[config.mk]
export PLATFORM = sky130hd
export DESIGN_NAME = difftest_fp_wb_arbiter
export DESIGN_NICKNAME = d
export VERILOG_FILES = /design/src/rtl/difftest_fp_wb_arbiter.sv
export SDC_FILE = /design/constraint.sdc
export NUM_CORES = 1
export LEC_CHECK = 0
export CAP_MARGIN = 0
export CORE_ASPECT_RATIO = 1.1
export CORE_MARGIN = 4
export CORE_UTILIZATION = 40
export CTS_CLUSTER_DIAMETER = 150
export CTS_CLUSTER_SIZE = 40
export DETAILED_ROUTE_END_ITERATION = 10
export SYNTH_ARGS = -nofsm -noshare
export SYNTH_HDL_FRONTEND = slang
export SYNTH_SLANG_ARGS = --single-unit
[constraint.sdc]
create_clock -name clock -period 4.2 [get_ports clock]
set_clock_uncertainty 0.1 [all_clocks]
set_input_delay 0.84 -clock clock [delete_from_list [all_inputs] [get_ports clock]]
set_output_delay 0.84 -clock clock [all_outputs]
set_load 0.01 [all_outputs]
[src/rtl/difftest_fp_wb_arbiter.sv]
// Merges FP writeback events from NUM_PORTS ports through per-port FIFOs and a
// round-robin scheduler into one registered event per cycle for the difftest sink.
module difftest_fp_wb_arbiter_fifo #(
    parameter int DEPTH = 4,
    parameter int W     = 72
) (
    input  logic         clock,
    input  logic         reset,
    input  logic         i_push,
    input  logic [W-1:0] i_wdata,
    input  logic         i_pop,
    output logic [W-1:0] o_rdata,
    output logic         o_full,
    output logic         o_empty
);
    localparam int AW = $clog2(DEPTH);

    logic [W-1:0] r_mem [DEPTH];
    logic [AW:0]  r_wptr, r_rptr;

    // Extra pointer bit tells full from empty when the index bits match.
    assign o_full  = (r_wptr[AW] != r_rptr[AW]) && (r_wptr[AW-1:0] == r_rptr[AW-1:0]);
    assign o_empty = (r_wptr == r_rptr);
    assign o_rdata = r_mem[r_rptr[AW-1:0]];

    always_ff @(posedge clock or negedge reset) begin
        if (!reset) begin
            r_wptr <= '0;
            r_rptr <= '0;
        end else begin
            if (i_push) r_wptr <= r_wptr + (AW+1)'(1);
            if (i_pop)  r_rptr <= r_rptr + (AW+1)'(1);
        end
    end

    always_ff @(posedge clock) begin
        if (i_push) r_mem[r_wptr[AW-1:0]] <= i_wdata;
    end
endmodule

module difftest_fp_wb_arbiter #(
    parameter int NUM_PORTS = 4,
    parameter int DEPTH     = 4,
    parameter int ADDR_W    = 8,
    parameter int DATA_W    = 64
) (
    input  logic                        clock,
    input  logic                        reset,
    input  logic [NUM_PORTS-1:0]        in_valid,
    input  logic [NUM_PORTS*ADDR_W-1:0] in_address,
    input  logic [NUM_PORTS*DATA_W-1:0] in_data,
    output logic [NUM_PORTS-1:0]        in_ready,
    input  logic [7:0]                  io_coreid,
    output logic                        out_enable,
    output logic                        out_valid,
    output logic [ADDR_W-1:0]           out_address,
    output logic [DATA_W-1:0]           out_data,
    output logic [7:0]                  out_coreid,
    input  logic                        out_ready,
    output logic                        overflow_err,
    output logic [15:0]                 drop_cnt
);
    localparam int EW = ADDR_W + DATA_W;
    localparam int PW = $clog2(NUM_PORTS);

    logic [NUM_PORTS-1:0]         w_full, w_empty, w_push, w_pop, w_drop;
    logic [NUM_PORTS-1:0][EW-1:0] w_head;
    logic [PW-1:0]                r_rr, w_gnt_idx, w_rr_nxt;
    logic                         w_gnt_vld, w_load;
    logic                         r_out_valid, r_ovf;
    logic [ADDR_W-1:0]            r_addr;
    logic [DATA_W-1:0]            r_data;
    logic [7:0]                   r_core;
    logic [15:0]                  r_drop;
    logic [3:0]                   w_ndrop;
    logic [16:0]                  w_drop_sum;

    for (genvar g = 0; g < NUM_PORTS; g++) begin : g_port
        difftest_fp_wb_arbiter_fifo #(.DEPTH(DEPTH), .W(EW)) u_fifo (
            .clock   (clock),
            .reset   (reset),
            .i_push  (w_push[g]),
            .i_wdata ({in_address[g*ADDR_W +: ADDR_W], in_data[g*DATA_W +: DATA_W]}),
            .i_pop   (w_pop[g]),
            .o_rdata (w_head[g]),
            .o_full  (w_full[g]),
            .o_empty (w_empty[g])
        );
    end

    // Readiness is occupancy-only: a full FIFO refuses even when it pops this cycle.
    assign in_ready = ~w_full;
    assign w_push   = in_valid & ~w_full;
    assign w_drop   = in_valid & w_full;
    assign w_load   = !r_out_valid || out_ready;

    // Scan from the pointer upward with wrap; iterating backwards lets the nearest candidate win.
    always_comb begin
        logic [PW:0] w_sum;
        w_gnt_vld = 1'b0;
        w_gnt_idx = '0;
        w_sum     = '0;
        for (int off = NUM_PORTS - 1; off >= 0; off--) begin
            w_sum = {1'b0, r_rr} + (PW+1)'(off);
            if (w_sum >= (PW+1)'(NUM_PORTS)) w_sum = w_sum - (PW+1)'(NUM_PORTS);
            if (!w_empty[w_sum[PW-1:0]]) begin
                w_gnt_vld = 1'b1;
                w_gnt_idx = w_sum[PW-1:0];
            end
        end
    end

    assign w_rr_nxt = (w_gnt_idx == PW'(NUM_PORTS - 1)) ? '0 : w_gnt_idx + PW'(1);

    always_comb begin
        w_pop = '0;
        if (w_load && w_gnt_vld) w_pop[w_gnt_idx] = 1'b1;
    end

    always_comb begin
        w_ndrop = '0;
        for (int i = 0; i < NUM_PORTS; i++) w_ndrop = w_ndrop + {3'b000, w_drop[i]};
    end

    assign w_drop_sum = {1'b0, r_drop} + {13'd0, w_ndrop};

    always_ff @(posedge clock or negedge reset) begin
        if (!reset) begin
            r_out_valid <= 1'b0;
            r_addr      <= '0;
            r_data      <= '0;
            r_core      <= '0;
            r_rr        <= '0;
            r_ovf       <= 1'b0;
            r_drop      <= '0;
        end else begin
            if (w_load) begin
                r_out_valid <= w_gnt_vld;
                if (w_gnt_vld) begin
                    r_addr <= w_head[w_gnt_idx][EW-1:DATA_W];
                    r_data <= w_head[w_gnt_idx][DATA_W-1:0];
                    r_core <= io_coreid;
                    r_rr   <= w_rr_nxt;
                end
            end
            if (|w_drop) r_ovf <= 1'b1;
            r_drop <= w_drop_sum[16] ? 16'hFFFF : w_drop_sum[15:0];
        end
    end

    assign out_valid    = r_out_valid;
    assign out_enable   = r_out_valid;
    assign out_address  = r_addr;
    assign out_data     = r_data;
    assign out_coreid   = r_core;
    assign overflow_err = r_ovf;
    assign drop_cnt     = r_drop;
endmodule

==> results of run 1 <==
synth_stat cells (all sizes together):
library cell | instances | area, sq um
mux4 | 288 | 6490
and4 | 16 | 140
and2 | 10 | 62.6
inv | 70 | 265
fa | 3 | 60.1
nand2 | 53 | 199
a211oi | 56 | 576
clkbuf | 96 | 360
dfrtp | 124 | 3100
o2111a | 56 | 631
a41oi | 3 | 26.3
a21oi | 4 | 20.0
a2bb2oi | 1 | 8.76
ha | 25 | 313
and3b | 1 | 8.76
xor2 | 16 | 148
a31o | 1 | 8.76
mux2 | 5 | 56.3
nor3 | 17 | 85.1
a31oi | 3 | 18.8
a311oi | 17 | 149
o31ai | 1 | 12.5
nand4 | 119 | 744
edfxtp | 1152 | 34600
a2111oi | 16 | 140
nor4b | 1 | 8.76
xnor2 | 26 | 228
o21ai | 9 | 45.0
nor2 | 81 | 304
buf | 65 | 382
nand2b | 4 | 25.0
a21boi | 73 | 548
nor2b | 6 | 37.5
and3 | 18 | 118
nand3 | 13 | 65.1
or2 | 1 | 6.26
worst reg2reg max path, cell delays in order (launching register included):
cell       delay [ps]
dfrtp_4           620
xnor2_1           190
a41oi_1           390
nand2_4           440
buf_12            380
and4_1            310
a2111oi_0         730
buf_4             250
nor3_1             50
logic make-up after synthesis:
| logic type | Yosys count | share of synthesized area |
|---|---|---|
| muxes | 293 | 0.131 |
| DFF | 1276 | 0.754 |
| xor gates and xnor gates | 42 | 0.00751 |
| AOI/OAI and AO/OA | 240 | 0.0437 |
| and+or+nand+nor | 340 | 0.0361 |
| buffers and inverters | 231 | 0.0202 |
| adders and majority gates | 28 | 0.00746 |
path summary, 6_finish.rpt:
| path | endpoint | slack, ps |
|---|---|---|
| hold reg to reg | out_coreid[0] | 390 |
| setup / recovery | out_data[60] | 600 |
| hold / removal | drop_cnt[1] | 110 |
| setup reg to reg | out_data[60] | 600 |
| max in group asynchronous | out_data[53] | 2810 |
| min in group clock | out_coreid[0] | 390 |
layout by cell type (no fill, tap or decap), types with 27 or more instances in the layout:
cell type | Yosys | routed
edfxtp_1 | 1152 | 1152
clkdlybuf4s50_1 | 0 | 404
mux4_2 | 288 | 288
nand4_1 | 119 | 119
dfrtp_1 | 124 | 116
nor2_1 | 81 | 80
inv_1 | 68 | 68
buf_4 | 11 | 60
o2111a_1 | 56 | 56
nand2_1 | 53 | 52
a21boi_0 | 49 | 49
clkbuf_16 | 0 | 39
a211oi_2 | 31 | 31
clkbuf_1 | 96 | 27
registers in the layout, summed over array words and instances (netlist names), 2 cells and up:
| signal | flops |
|---|---|
| drop_cnt | 16 |
| out_address | 8 |
| g_port.u_fifo.r_mem | 1152 |
| g_port.u_fifo.r_wptr | 12 |
| out_coreid | 8 |
| r_rr | 2 |
| g_port.u_fifo.r_rptr | 12 |
| out_data | 64 |
power breakdown:
group          internal [uW]  switching (uW)
sequential             17200            1110
combinational           6940           10100
clock                   1860            3550
routing by layer:
metal	vias up	global-route usage	part of all wire
met5	-	0	0.0013
met4	28	0.0412	0.018
met3	120	0.0465	0.073
met2	885	0.357	0.51
met1	13800	0.268	0.40
li1	10800	-	-
final cells by class:
cell class / instances / share of cell area
Sequential cell: 1276 / 0.654
Inverter: 70 / 0.00465
Antenna cell: 21 / 0.000912
Clock inverter: 2 / 0.000673
Tap cell: 1644 / 0.0357
Multi-Input combinational cell: 943 / 0.198
Timing Repair Buffer: 491 / 0.0872
Clock buffer: 66 / 0.0187
metrics by stage:
stage / setup TNS (ps) / setup slack [ps]
2_1_floorplan: 0 / 756
3_3_place_gp: -59.9 / -40.7
3_5_place_dp: -10.9 / -10.9
4_1_cts: 0 / 574
5_1_grt: 0 / 336
6_report: 0 / 601
==> flow_summary.ini, run 1 <==
[pwr]
cellLeakagePower_uw = 0.0185
peakVddDrop_uv = 601
power_density_mw_per_mm2 = 708
power_uw = 40800

[logic_synthesis]
syn_area_sq_mm = 0.0500
synth_warnings = 0
avgSynthCellArea_sq_um = 20.4
synth_cell_types = 46
synthesis.nets = 2781
synth_cells = 2450
synth_seq_cells = 1276
seq_area_frac_synth = 0.754

[worst_setup_path]
cpMaxStageDelayCell = a2111oi_0
path_class = flip-flop to flip-flop
cp_max_fo = 42
startpoint = g_port[0].u_fifo.r_rptr[0]
crit_family = compound AO/OA/AOI/OAI gates
critPathLaunchType = flip-flop
crit_path_end_kind = flip-flop
cp_cell_sequence = xnor2_1 -> a41oi_1 -> nand2_4 -> buf_12 -> and4_1 -> a2111oi_0 -> buf_4 -> nor3_1
cp.arrival_ps = 4020
cp.buffers_inverters = 2
required_ps = 4620
slowest_delay_ps = 730
worst-r2r-cell-count = 8
r2r_start = g_port[0].u_fifo.r_rptr[0]
crit_cells = 8

[cells_and_area]
multi_input_area_sq_mm = 0.0114
fin_cells = 4513
n_fill_cell = 10300
utilization = 0.466
drive_gt1_frac = 0.171
fin_nets = 3150
regArea_sq_mm = 0.0377
syn2layout_area_growth_pct = 15.3
fin_area_sq_mm = 0.0576

[sta]
slew_viol_final = 0
max_slew.worst_pin.slew_ps = 999
max-slew-margin-rel = 0.330
rsz0062_at_grt = no
fmax_mhz = 278
hold_violations = 0
hold_ws_ps = 114
fin_crit_sh = 0.857
setup_viol = 0
finalCriticalPeriod_ps = 3600

[routing]
first_iter_violations = 2266
wl_mm = 136
vias_per_cell = 5.68
num_vias = 25600
ant_nets = 0
route.detailed.wl_per_inst_microns = 30.2
drc = 0
first_pass_iters = 5

[placed_design]
numPortBuffers = 405
placed_area_sq_mm = 0.0565
dp_hpwl_mm = 89.3
dp_cells = 4424
place.gp.congestion = 0.828

[clocking]
htreeDepth = 2
cts_root_buf = clkbuf_16
cts_tree = built
clockBufferDepth = 3
cts-hold-fix-buffers = 0
clk_latency_ps = 670
post_cts_buffers = 0
numCtsBuffers = 37
clk_pin_slew_ps = 140
clock-sinks = 1276
cts_resized = 0

[floorplan]
initial_utilization = 0.404
die-area_sq_mm = 0.131
die_w_microns = 345
ios = 406
die_y_microns = 379
fp-row-count = 135
core_sq_mm = 0.124

[job]
maxCapViolCount = 0

[grt]
grt_usage = 0.206
antenna_found_initial = 41
grt_max_degree = 129
grt_pass1_wl_mm = 195
grt_pass1_vias = 26500
grt_overflow = 0

[outcome]
outcome = finished clean

[worst_hold_path]
hold_class = input port to async pin
No activity file was read; power rests on OpenSTA's default activity.
==> run 2, diff against run 1 <==
Settings changed: CORE_UTILIZATION 40 to 25, SETUP_SLACK_MARGIN from default to 0.4.
==> run 2 against run 1 <==
- total power grew 2.6%
- fmax grew 0.34%
- via count grew 0.18%
- die area grew 59%
- combinational power grew 5%
- critical endpoint is now in_ready[2]
- largest cell class unchanged
==> flow_summary.ini, run 2 (synthesis results as in run 1) <==
[clocking]
clk_latency_ps = 690
clockBufferDepth = 3
cts-hold-fix-buffers = 0
numCtsBuffers = 40
cts_root_buf = clkbuf_16
clock-sinks = 1276
clk_pin_slew_ps = 150
cts_tree = built
htreeDepth = 2

[floorplan]
die-area_sq_mm = 0.207
ios = 406
die_w_microns = 434
die_y_microns = 477
initial_utilization = 0.252
core_sq_mm = 0.198
fp-row-count = 171

[routing]
wl_mm = 150
route.detailed.wl_per_inst_microns = 27.2
drc = 0
num_vias = 25700
vias_per_cell = 4.67
first_iter_violations = 1972
ant_nets = 0
first_pass_iters = 5

[placed_design]
place.gp.congestion = 0.772
dp_hpwl_mm = 101
numPortBuffers = 405
dp_cells = 5397

[grt]
grt_pass1_wl_mm = 209
grt_overflow = 0
grt_usage = 0.141
grt_pass1_vias = 26300
grt_max_degree = 75
antenna_found_initial = 74

[cells_and_area]
fin_nets = 3179
fin_cells = 5495
multi_input_area_sq_mm = 0.0114
layout_common_cells = 1152 x edfxtp_1, 404 x clkdlybuf4s50_1, 288 x mux4_2, 119 x nand4_1, 116 x dfrtp_1
mostFrequentLayoutCell = edfxtp_1
utilization = 0.299
drive_gt1_frac = 0.184
regArea_sq_mm = 0.0377
syn2layout_area_growth_pct = 18.6
n_fill_cell = 19400
largest_register_ffs = 1152

[worst_setup_path]
crit_path_end_kind = output port
startpoint = g_port[2].u_fifo.r_rptr[0]
slowest_delay_ps = 600
rr_endpoint = out_data[33]
critPathLaunchType = flip-flop
cp.arrival_ps = 2650
r2r_start = g_port[0].u_fifo.r_rptr[1]
crit_family = buffers and inverters
cpMaxStageDelayCell = clkdlybuf4s50_1
cp.buffers_inverters = 2
worst-r2r-cell-count = 10
cp_cell_sequence = xnor2_1 -> buf_4 -> nand3_1 -> clkdlybuf4s50_1
required_ps = 3260
regToRegSetupSlack_ps = 620
cp_max_fo = 6
path_class = flip-flop to output port

[sta]
finalSetupTns_ps = 0
fmax_mhz = 279
setup_viol = 0
max_slew.worst_pin.slew_ps = 949
slew_viol_final = 0
fin_crit_sh = 0.854
rsz0062_at_grt = yes
finalCriticalPeriod_ps = 3590
max-slew-margin-rel = 0.367
hold_violations = 0

[pwr]
swShare = 0.371
power_density_mw_per_mm2 = 706
intPower_uw = 26300
p_sw_uw = 15500
pwr-share-clk = 0.137
peakVddDrop_uv = 506
p_seq_frac = 0.435
cellLeakagePower_uw = 0.0187
combPwrFrac = 0.428

[outcome]
outcome = finished clean

[job]
maxCapViolCount = 0

[worst_hold_path]
hold_class = input port to async pin
## run 2: cell types whose count changed in the layout (fill, tap and decap cells not counted), moves of 2 or more
| cell | before | now |
|---|---|---|
| a2111oi_0 | 15 | 12 |
| buf_4 | 60 | 78 |
| diode_2 | 21 | 23 |
| a2111oi_2 | 0 | 2 |
| inv_6 | 1 | 4 |
| clkinv_8 | 0 | 4 |
| buf_12 | 26 | 33 |
| clkbuf_1 | 27 | 18 |
## run 2: worst max-delay path by stage
stage	to	slack, ps	depth (start not counted)
CTS	out_data[55]	450	9
detailed placement	drop_cnt[4]	230	13
finish	in_ready[2]	610	4
global placement	drop_cnt[15]	240	10
floorplan	g_port[3].u_fifo.r_mem[3][0]	760	2
global route	out_address[1]	390	6
## run 2: area by class of cell
type / instances / area share
diodes: 23 / 0.000971
clock inverters: 12 / 0.00274
well taps: 2595 / 0.0548
repair buffers: 516 / 0.0894
multi-input cells: 944 / 0.193
flip-flops and latches: 1276 / 0.636
inverters: 70 / 0.00452
clock buffers: 59 / 0.0183
## run 2: stage by stage
step           total power, uW  cell area [sq um]  hold WS, ps  setup slack (ps)
2_1_floorplan            28700              50000          360               756
3_3_place_gp             36700              57900          358               238
3_5_place_dp             37000              57900          362               226
4_1_cts                  42700              59200         10.5               445
5_1_grt                  44100              59200         17.4               387
6_report                 41900              59300         33.8               613
## run 2: per-layer routing
layer,wire length [microns],share of wire,track usage
met1,60800,0.41,0.178
met5,265,0.0018,0
met4,2600,0.017,0.0233
met2,76900,0.51,0.249
met3,8990,0.060,0.0315
## run 2: power groups by stage
stage	logic (uW)	clock network, uW	registers (uW)
3_5_place_dp	18400	0	18500
3_3_place_gp	18300	0	18400
5_1_grt	19200	6430	18500
2_1_floorplan	10300	0	18400
6_report	17900	5740	18200
4_1_cts	18500	6000	18200
## run 2: worst register-to-register path: cells and delay by family, from the launching register on
family                    cells  cell delay [ps]
xor gates and xnor gates      1              190
and+or+nand+nor               2              730
DFF                           1              440
AOI/OAI and AO/OA             3              760
buffers and inverters         4             1300
## run 2: what timing repair did
action | in CTS | in global routing
setup buffers | 0 | 3
endpoints found under the hold margin | 0 | 0
endpoints found under the setup margin | 0 | 8
gates resized for setup | 0 | 3
